[src/rtl/instr_loader.sv]
// instr_loader: boot-time writer for the DSP instruction memory.
//
// A host streams one framed load over a byte-wide valid/ready handshake:
//   count hi, count lo (N), N words sent hi byte then lo byte, and a checksum byte
//   equal to the XOR of every preceding byte of the frame.
// Each assembled 16-bit word is written to instruction memory at address 2*index,
// which matches the PC's +2 stride. The DSP core is held in reset until a frame
// loads completely and its checksum verifies.
//
// Ports:
//   clk_i          system clock, rising edge
//   reset_i        asynchronous, active-high reset
//   start_i        single-cycle pulse; begins a load from idle, done or error
//   in_valid_i     byte on in_data_i is valid
//   in_data_i      stream byte
//   in_ready_o     loader can accept a byte this cycle
//   imem_wr_en_o   instruction memory write strobe, one cycle per word
//   imem_addr_o    write address, always even
//   imem_data_o    write data
//   dsp_reset_o    high holds the DSP core in reset
//   busy_o         load in progress
//   done_o         last load succeeded (level)
//   error_o        last load failed (level)
module instr_loader #(
  parameter int unsigned ADDR_WIDTH = 12,
  parameter int unsigned WORD_WIDTH = 16,
  parameter int unsigned MAX_WORDS  = 2048
) (
  input  logic                  clk_i,
  input  logic                  reset_i,
  input  logic                  start_i,
  input  logic                  in_valid_i,
  input  logic [7:0]            in_data_i,
  output logic                  in_ready_o,
  output logic                  imem_wr_en_o,
  output logic [ADDR_WIDTH-1:0] imem_addr_o,
  output logic [WORD_WIDTH-1:0] imem_data_o,
  output logic                  dsp_reset_o,
  output logic                  busy_o,
  output logic                  done_o,
  output logic                  error_o
);

  // One extra bit so a count of 0xFFFF cannot alias below the limit.
  localparam logic [16:0] MaxWords = 17'(MAX_WORDS);

  typedef enum logic [2:0] {
    StIdle,
    StCntHi,
    StCntLo,
    StDataHi,
    StDataLo,
    StCheck,
    StDone,
    StErr
  } state_e;

  state_e state_q, state_d;

  logic [15:0]           cnt_q, cnt_d;
  logic [15:0]           idx_q, idx_d;
  logic [7:0]            word_hi_q, word_hi_d;
  logic [7:0]            csum_q, csum_d;
  logic                  wr_en_q, wr_en_d;
  logic [ADDR_WIDTH-1:0] addr_q, addr_d;
  logic [WORD_WIDTH-1:0] data_q, data_d;

  logic        accept;
  logic        start_load;
  logic [15:0] cnt_full;

  // in_ready_o is a pure function of state, so accept can only fire in load states.
  assign accept     = in_valid_i && in_ready_o;
  // start is honoured only when no load is running.
  assign start_load = start_i && (state_q == StIdle || state_q == StDone || state_q == StErr);
  // Full word count as it becomes known in the cycle the low byte is accepted.
  assign cnt_full   = {cnt_q[15:8], in_data_i};

  // State register.
  always_ff @(posedge clk_i or posedge reset_i) begin
    if (reset_i) begin
      state_q <= StIdle;
    end else begin
      state_q <= state_d;
    end
  end

  // Next-state logic.
  always_comb begin
    state_d = state_q;
    unique case (state_q)
      StIdle, StDone, StErr: begin
        if (start_i) state_d = StCntHi;
      end
      StCntHi: begin
        if (accept) state_d = StCntLo;
      end
      StCntLo: begin
        if (accept) begin
          if ({1'b0, cnt_full} > MaxWords) begin
            state_d = StErr;
          end else if (cnt_full == 16'd0) begin
            state_d = StCheck;
          end else begin
            state_d = StDataHi;
          end
        end
      end
      StDataHi: begin
        if (accept) state_d = StDataLo;
      end
      StDataLo: begin
        // cnt_q >= 1 here, so cnt_q - 1 cannot underflow.
        if (accept) state_d = (idx_q == cnt_q - 16'd1) ? StCheck : StDataHi;
      end
      StCheck: begin
        if (accept) state_d = (in_data_i == csum_q) ? StDone : StErr;
      end
      default: state_d = StIdle;
    endcase
  end

  // Output logic.
  always_comb begin
    in_ready_o  = 1'b0;
    busy_o      = 1'b0;
    done_o      = 1'b0;
    error_o     = 1'b0;
    dsp_reset_o = 1'b1;
    unique case (state_q)
      StCntHi, StCntLo, StDataHi, StDataLo, StCheck: begin
        in_ready_o = 1'b1;
        busy_o     = 1'b1;
      end
      StDone: begin
        done_o      = 1'b1;
        dsp_reset_o = 1'b0;
      end
      StErr: begin
        error_o = 1'b1;
      end
      default: ;
    endcase
  end

  assign imem_wr_en_o = wr_en_q;
  assign imem_addr_o  = addr_q;
  assign imem_data_o  = data_q;

  // Datapath next-state: count, word index, running checksum and write port.
  always_comb begin
    cnt_d     = cnt_q;
    idx_d     = idx_q;
    word_hi_d = word_hi_q;
    csum_d    = csum_q;
    wr_en_d   = 1'b0;
    addr_d    = addr_q;
    data_d    = data_q;

    if (start_load) begin
      csum_d = 8'h00;
      idx_d  = 16'd0;
    end

    if (accept) begin
      unique case (state_q)
        StCntHi: begin
          cnt_d[15:8] = in_data_i;
          csum_d      = csum_q ^ in_data_i;
        end
        StCntLo: begin
          cnt_d[7:0] = in_data_i;
          csum_d     = csum_q ^ in_data_i;
        end
        StDataHi: begin
          word_hi_d = in_data_i;
          csum_d    = csum_q ^ in_data_i;
        end
        StDataLo: begin
          csum_d  = csum_q ^ in_data_i;
          wr_en_d = 1'b1;
          // Byte address of the word; truncation is the modulo 2^ADDR_WIDTH.
          addr_d  = ADDR_WIDTH'({idx_q, 1'b0});
          data_d  = WORD_WIDTH'({word_hi_q, in_data_i});
          idx_d   = idx_q + 16'd1;
        end
        default: ;  // checksum byte is compared, never folded in
      endcase
    end
  end

  always_ff @(posedge clk_i or posedge reset_i) begin
    if (reset_i) begin
      cnt_q     <= 16'd0;
      idx_q     <= 16'd0;
      word_hi_q <= 8'h00;
      csum_q    <= 8'h00;
      wr_en_q   <= 1'b0;
      addr_q    <= '0;
      data_q    <= '0;
    end else begin
      cnt_q     <= cnt_d;
      idx_q     <= idx_d;
      word_hi_q <= word_hi_d;
      csum_q    <= csum_d;
      wr_en_q   <= wr_en_d;
      addr_q    <= addr_d;
      data_q    <= data_d;
    end
  end

endmodule

[config.mk]
export PLATFORM = sky130hd
export DESIGN_NAME = instr_loader
export DESIGN_NICKNAME = d
export VERILOG_FILES = /design/src/rtl/instr_loader.sv
export SDC_FILE = /design/constraint.sdc
export NUM_CORES = 1
export LEC_CHECK = 0
export ABC_AREA = 1
export CORE_ASPECT_RATIO = 1.25
export CORE_MARGIN = 4
export CORE_UTILIZATION = 61
export DETAILED_ROUTE_END_ITERATION = 8
export GPL_ROUTABILITY_DRIVEN = 0
export GPL_TIMING_DRIVEN = 0
export PLACE_DENSITY = 0.92
export SETUP_SLACK_MARGIN = 0.2
export SYNTH_ARGS = -nofsm -noshare
export SYNTH_HDL_FRONTEND = slang
export SYNTH_SLANG_ARGS = --single-unit
[constraint.sdc]
create_clock -name clk_i -period 5.9 [get_ports clk_i]
set_clock_uncertainty 0.15 [all_clocks]
set_input_delay 0.59 -clock clk_i [delete_from_list [all_inputs] [get_ports clk_i]]
set_output_delay 0.59 -clock clk_i [all_outputs]
set_load 0.01 [all_outputs]
Yosys cells after proc, flatten, opt, wreduce, memory -nomap -nowiden:

Cells that the tools add are included.
Widths: inputs -> output; s select.

* register bits: 79
* word-level logic and storage cells: 65
* input bits: 12
* output and inout port bits: 34

* eq/ne operators: 15
* $lt $le $gt $ge: 1
* bitwise operators: 1
* multiplexer cells: 23
* add/sub/neg operators: 2
* reductions and logical operators: 14

Operators with widths (number)
* $mux 16: 3
* $mux 3: 9
* $mux 8: 3
* $pmux 3 s6: 1
* $add 16x1->16 const B: 1
* $eq 16x16->1: 1
* $gt 16x12->1 const B: 1
* $logic_not 16->1: 1
* $sub 16x1->16 const B: 1
* $eq 3x3->1 const B: 4
* $ne 2x2->1 const B: 6
* $eq 8x8->1: 1
* $reduce_and 2->1: 4
* $xor 8x8->8: 1
* $mux 1: 7
* $eq 3x2->1 const B: 2
* $reduce_and 6->1: 1
* $reduce_or 5->1: 1
* $reduce_or 4->1: 1
* $eq 3x1->1 const B: 1
* $logic_not 3->1: 1
* $reduce_or 3->1: 1
* $logic_and 1x1->1: 2
* $logic_or 1x1->1: 2

Logic depth before layout (Yosys ltp):

* depth in word-level cells: 7
* depth in mapped cells: 16
* depth with buffers taken out: 16

Least setup slack after synthesis:

No wires, ideal clock.

* path type: register -> output
* start: register state_q[1]
* end: output in_ready_o
* buffers on the path: 1
* arrival: 1.186 ns
* stages on the path, launching flop included: 7
* path slack: 3.974 ns
* cells stage by stage: dfrtp_1 -> nor2_1 -> inv_1 -> nor2_1 -> nor2_4 -> inv_1 -> buf_4

* cells in the longest elaborated chain, start to end: 3

RTL lines
* from (decl): line 58 `state_e state_q, state_d;`
* from (signal assigned): line 82 `state_q <= StIdle;`
* from (signal assigned): line 84 `state_q <= state_d;`
* $eq 3x1->1 (tied with other cells)
* $reduce_or 5->1 *
* $mux 1 *
* to (decl): line 34 `output logic in_ready_o,`

Every way passes the cells marked *; elsewhere a longest branch is shown, timed or not.

Worst setup path in the final report:

* start: register state_q[1]
* end: output in_ready_o

* cells in the longest elaborated chain, start to end: 3

RTL lines
* $eq 3x1->1 (tied with other cells): line 130 `unique case (state_q)`
* $reduce_or 5->1 *: line 130
* $mux 1 *: line 130

Marked as above.

==> out/results.tsv <==
metric	value	unit
worstSetupPathType	register to output pin	
whs	329.7	ps
synth_edf_count	0	
totalWireLength	11.41	mm
synth_async_sr_flop_share	100.0	%
slew_violations	0	
synth.most_common_cell	nand2_1	
crit_chain	nor2_1 > inv_1 > nor2_1 > nor2_4 > inv_1 > buf_4 > clkdlybuf4s50_1	
place_area	4877	um2
maxClockFrequency	340.9	MHz
vdd_ir_drop_max	0.3275	mV
crit_path_max_incr_delay	520	ps
p_comb_share	46.9	%
pin_count	46	
p_leak	2.486	nW
synth_largest_area_cell	dfrtp_1	
die_h	101.8	um
setup_violations	0	
internal_power	1.361	mW
grt_use_total	28.19	%
via_per_inst	5.687	
arrival	2190	ps
power	2.408	mW
cts_max_level	3	
ys.flop_type	dfrtp_1	
r2r_cells	15	
netlist_instances	575	
ant_nets	0	
synth_warnings	0	
drtPass1Iterations	5	
hold_buffers	0	
synth.avg_cell_area	7.475	um2
nFillCells	462	
cap_violations	0	
pre_cts_ws	3373	ps
clk_pin_slew	90	ps
design_area	5067	um2
io_buffers	44	
synth_area	4298	um2
setup_slack	2967	ps
post-route-util	75.76	%
hp-start	imem_addr_o[1]	
dieArea	8461	um2
outcome	finished clean	
power.switching	1.047	mW
detail_route.iter0.violations	499	
critPathBufInv	4	
hold_class	register to register	
grt.overflow.total	0	
numCtsBuffers	9	
crit_slowest_cell	clkdlybuf4s50_1	
worstReg2RegStart	cnt_q[0]	
yosys.area.top_type_share	46.00	%
cp-start-kind	register	
min_to	imem_addr_o[1]	
clock_latency	370	ps
grt_pass1_wl	18.82	mm
postCtsSetupBuffers	0	
start_util	64.25	%
reg2reg_to	state_q[1]	
ys_seq_area_share	46.00	%
worstSetupEndpointType	output pin	
cts_tree	done	
cp_data_required_time	5160	ps
synthDistinctLibCells	34	
syn_to_final_growth	17.90	%
switching_share	43.47	%
first_global_vias	4071	
dp.cells	707	
syn_nets	589	
drc	0	
ys_ff_latch	79	
finalCriticalPeriod	2933	ps
rrSetupSlack	3570	ps
hold_violations	0	
critPathTopFamily	buffers and inverters	
vias	4112	
max-slew-margin-rel	63.87	%
post-dp-hpwl	8.346	mm
core-area	6689	um2
num-nets-final	645	
tns	0	ps
antenna_found_initial	0	
drive_gt1_share	8.176	%
critPathMaxFanout	5	
yosys-top-cells-count	175 x nand2_1, 79 x dfrtp_1, 68 x inv_1, 59 x nor2_1, 56 x o21ai_0	
min_path_cells	2	
insertedDiodeCount	0	
ctsResizeCount	0	
post-route-period-util	49.72	%
seq_power_share	37.0	%
root_buffer	clkbuf_8	
worst_slew_pin_slew	542.0	ps
wire_per_inst	15.78	um
p_per_area	475.2	nW/um2
rsz0062_at_grt	false	
grt_max_degree	60	
clockPowerShare	16.2	%
cts.sinks	79	
die_w	83.08	um
stdcell_count	723	
cts_buffer_depth	2	
ys_top_cells_by_area	dfrtp_1 46%, nand2_1 15%, o21ai_0 6.5%, inv_1 5.9%, nor2_1 5.2%	
placement_rows	33	
-- worst max-delay path by stage --
stage                          start          to  slack, ps  cells after the start
after global placement       reset_i   idx_q[12]       1990                      2
after global routing      state_q[1]  in_ready_o       2810                      7
after detailed placement  state_q[1]  in_ready_o       3370                      7
after floorplan              reset_i    cnt_q[0]       3140                      1
after CTS                 state_q[1]  in_ready_o       2960                      7
final                     state_q[1]  in_ready_o       2970                      7
-- kinds of logic after synthesis --
logic type	after synthesis	synth area share, %
fa+ha+maj	2	0.5821
simple gates	302	30.48
other cells	1	0.08725
flops	79	46.00
compound gates	83	10.51
xor+xnor	18	3.668
buf+inv	89	8.442
mux	1	0.2329
-- layout make-up --
cell class | instances | area, um2 | area share [%]
Buffer | 16 | 88.84 | 1.753
Clock buffer | 11 | 151.4 | 2.988
Clock inverter | 5 | 38.79 | 0.7654
Inverter | 73 | 276.5 | 5.457
Multi-Input combinational cell | 407 | 1958 | 38.64
Sequential cell | 79 | 1977 | 39.01
Tap cell | 87 | 108.9 | 2.148
Timing Repair Buffer | 45 | 467.9 | 9.235
-- power groups by stage --
stage,clock (mW),combinational (mW),sequential (mW)
after floorplan,0,0.697,0.888
final,0.389,1.13,0.890
after detailed placement,0,1.11,0.888
after global placement,0,1.06,0.878
after global routing,0.411,1.26,0.908
after CTS,0.390,1.13,0.881
-- worst register-to-register path: stages (launching register included) --
cell     delay, ps
dfrtp_1        410
inv_1          110
ha_1           300
inv_1           70
nand2_1         80
nand2_1         60
nand2_1         50
nand2_1         50
nor2_1         200
nand2_1         80
nor3_1         330
nand2_1        100
nand2_1         80
nand2_1         50
nand2_1         50
nand2_1         60
-- state kept, by name (all words and copies together) (netlist names) --
name and count:
word_hi_q 8, imem_wr_en_o 1, csum_q 8, imem_data_o 16, state_q 3, idx_q 16
imem_addr_o 11, cnt_q 16
-- cells in the final DEF, fill, tap and decap left out, types with 2 or more instances in the layout --
| cell | n |
|---|---|
| buf_2 | 5 |
| ha_1 | 2 |
| nand2_1 | 175 |
| dfrtp_1 | 79 |
| o21ai_1 | 2 |
| o21ai_2 | 4 |
| xnor2_1 | 5 |
| nand3_1 | 27 |
| nor2_2 | 3 |
| inv_2 | 5 |
| inv_1 | 67 |
| a211oi_1 | 2 |
| a221oi_1 | 2 |
| o21ai_0 | 56 |
| clkdlybuf4s50_1 | 44 |
| nor2_1 | 59 |
| clkbuf_1 | 6 |
| xor2_1 | 13 |
| clkbuf_8 | 11 |
| inv_6 | 2 |
| nand3b_1 | 4 |
| a21oi_1 | 13 |
| nor2_4 | 7 |
| nor4_1 | 3 |
| buf_4 | 4 |
| nand4_1 | 9 |
| nand2_2 | 2 |
| o22ai_1 | 2 |
| nor3_1 | 10 |
-- per-layer routing --
layer | track usage (%) | routed length, um | vias to the layer above | share of wire, %
met5 | 0 | 0 | - | 0
met4 | 15.09 | 448 | 0 | 3.9
met3 | 4.839 | 695 | 45 | 6.1
met2 | 50.86 | 5855 | 200 | 51
met1 | 32.23 | 4406 | 1931 | 39
li1 | - | - | 1936 | -
Note: power is estimated with default switching activity, not from simulation.
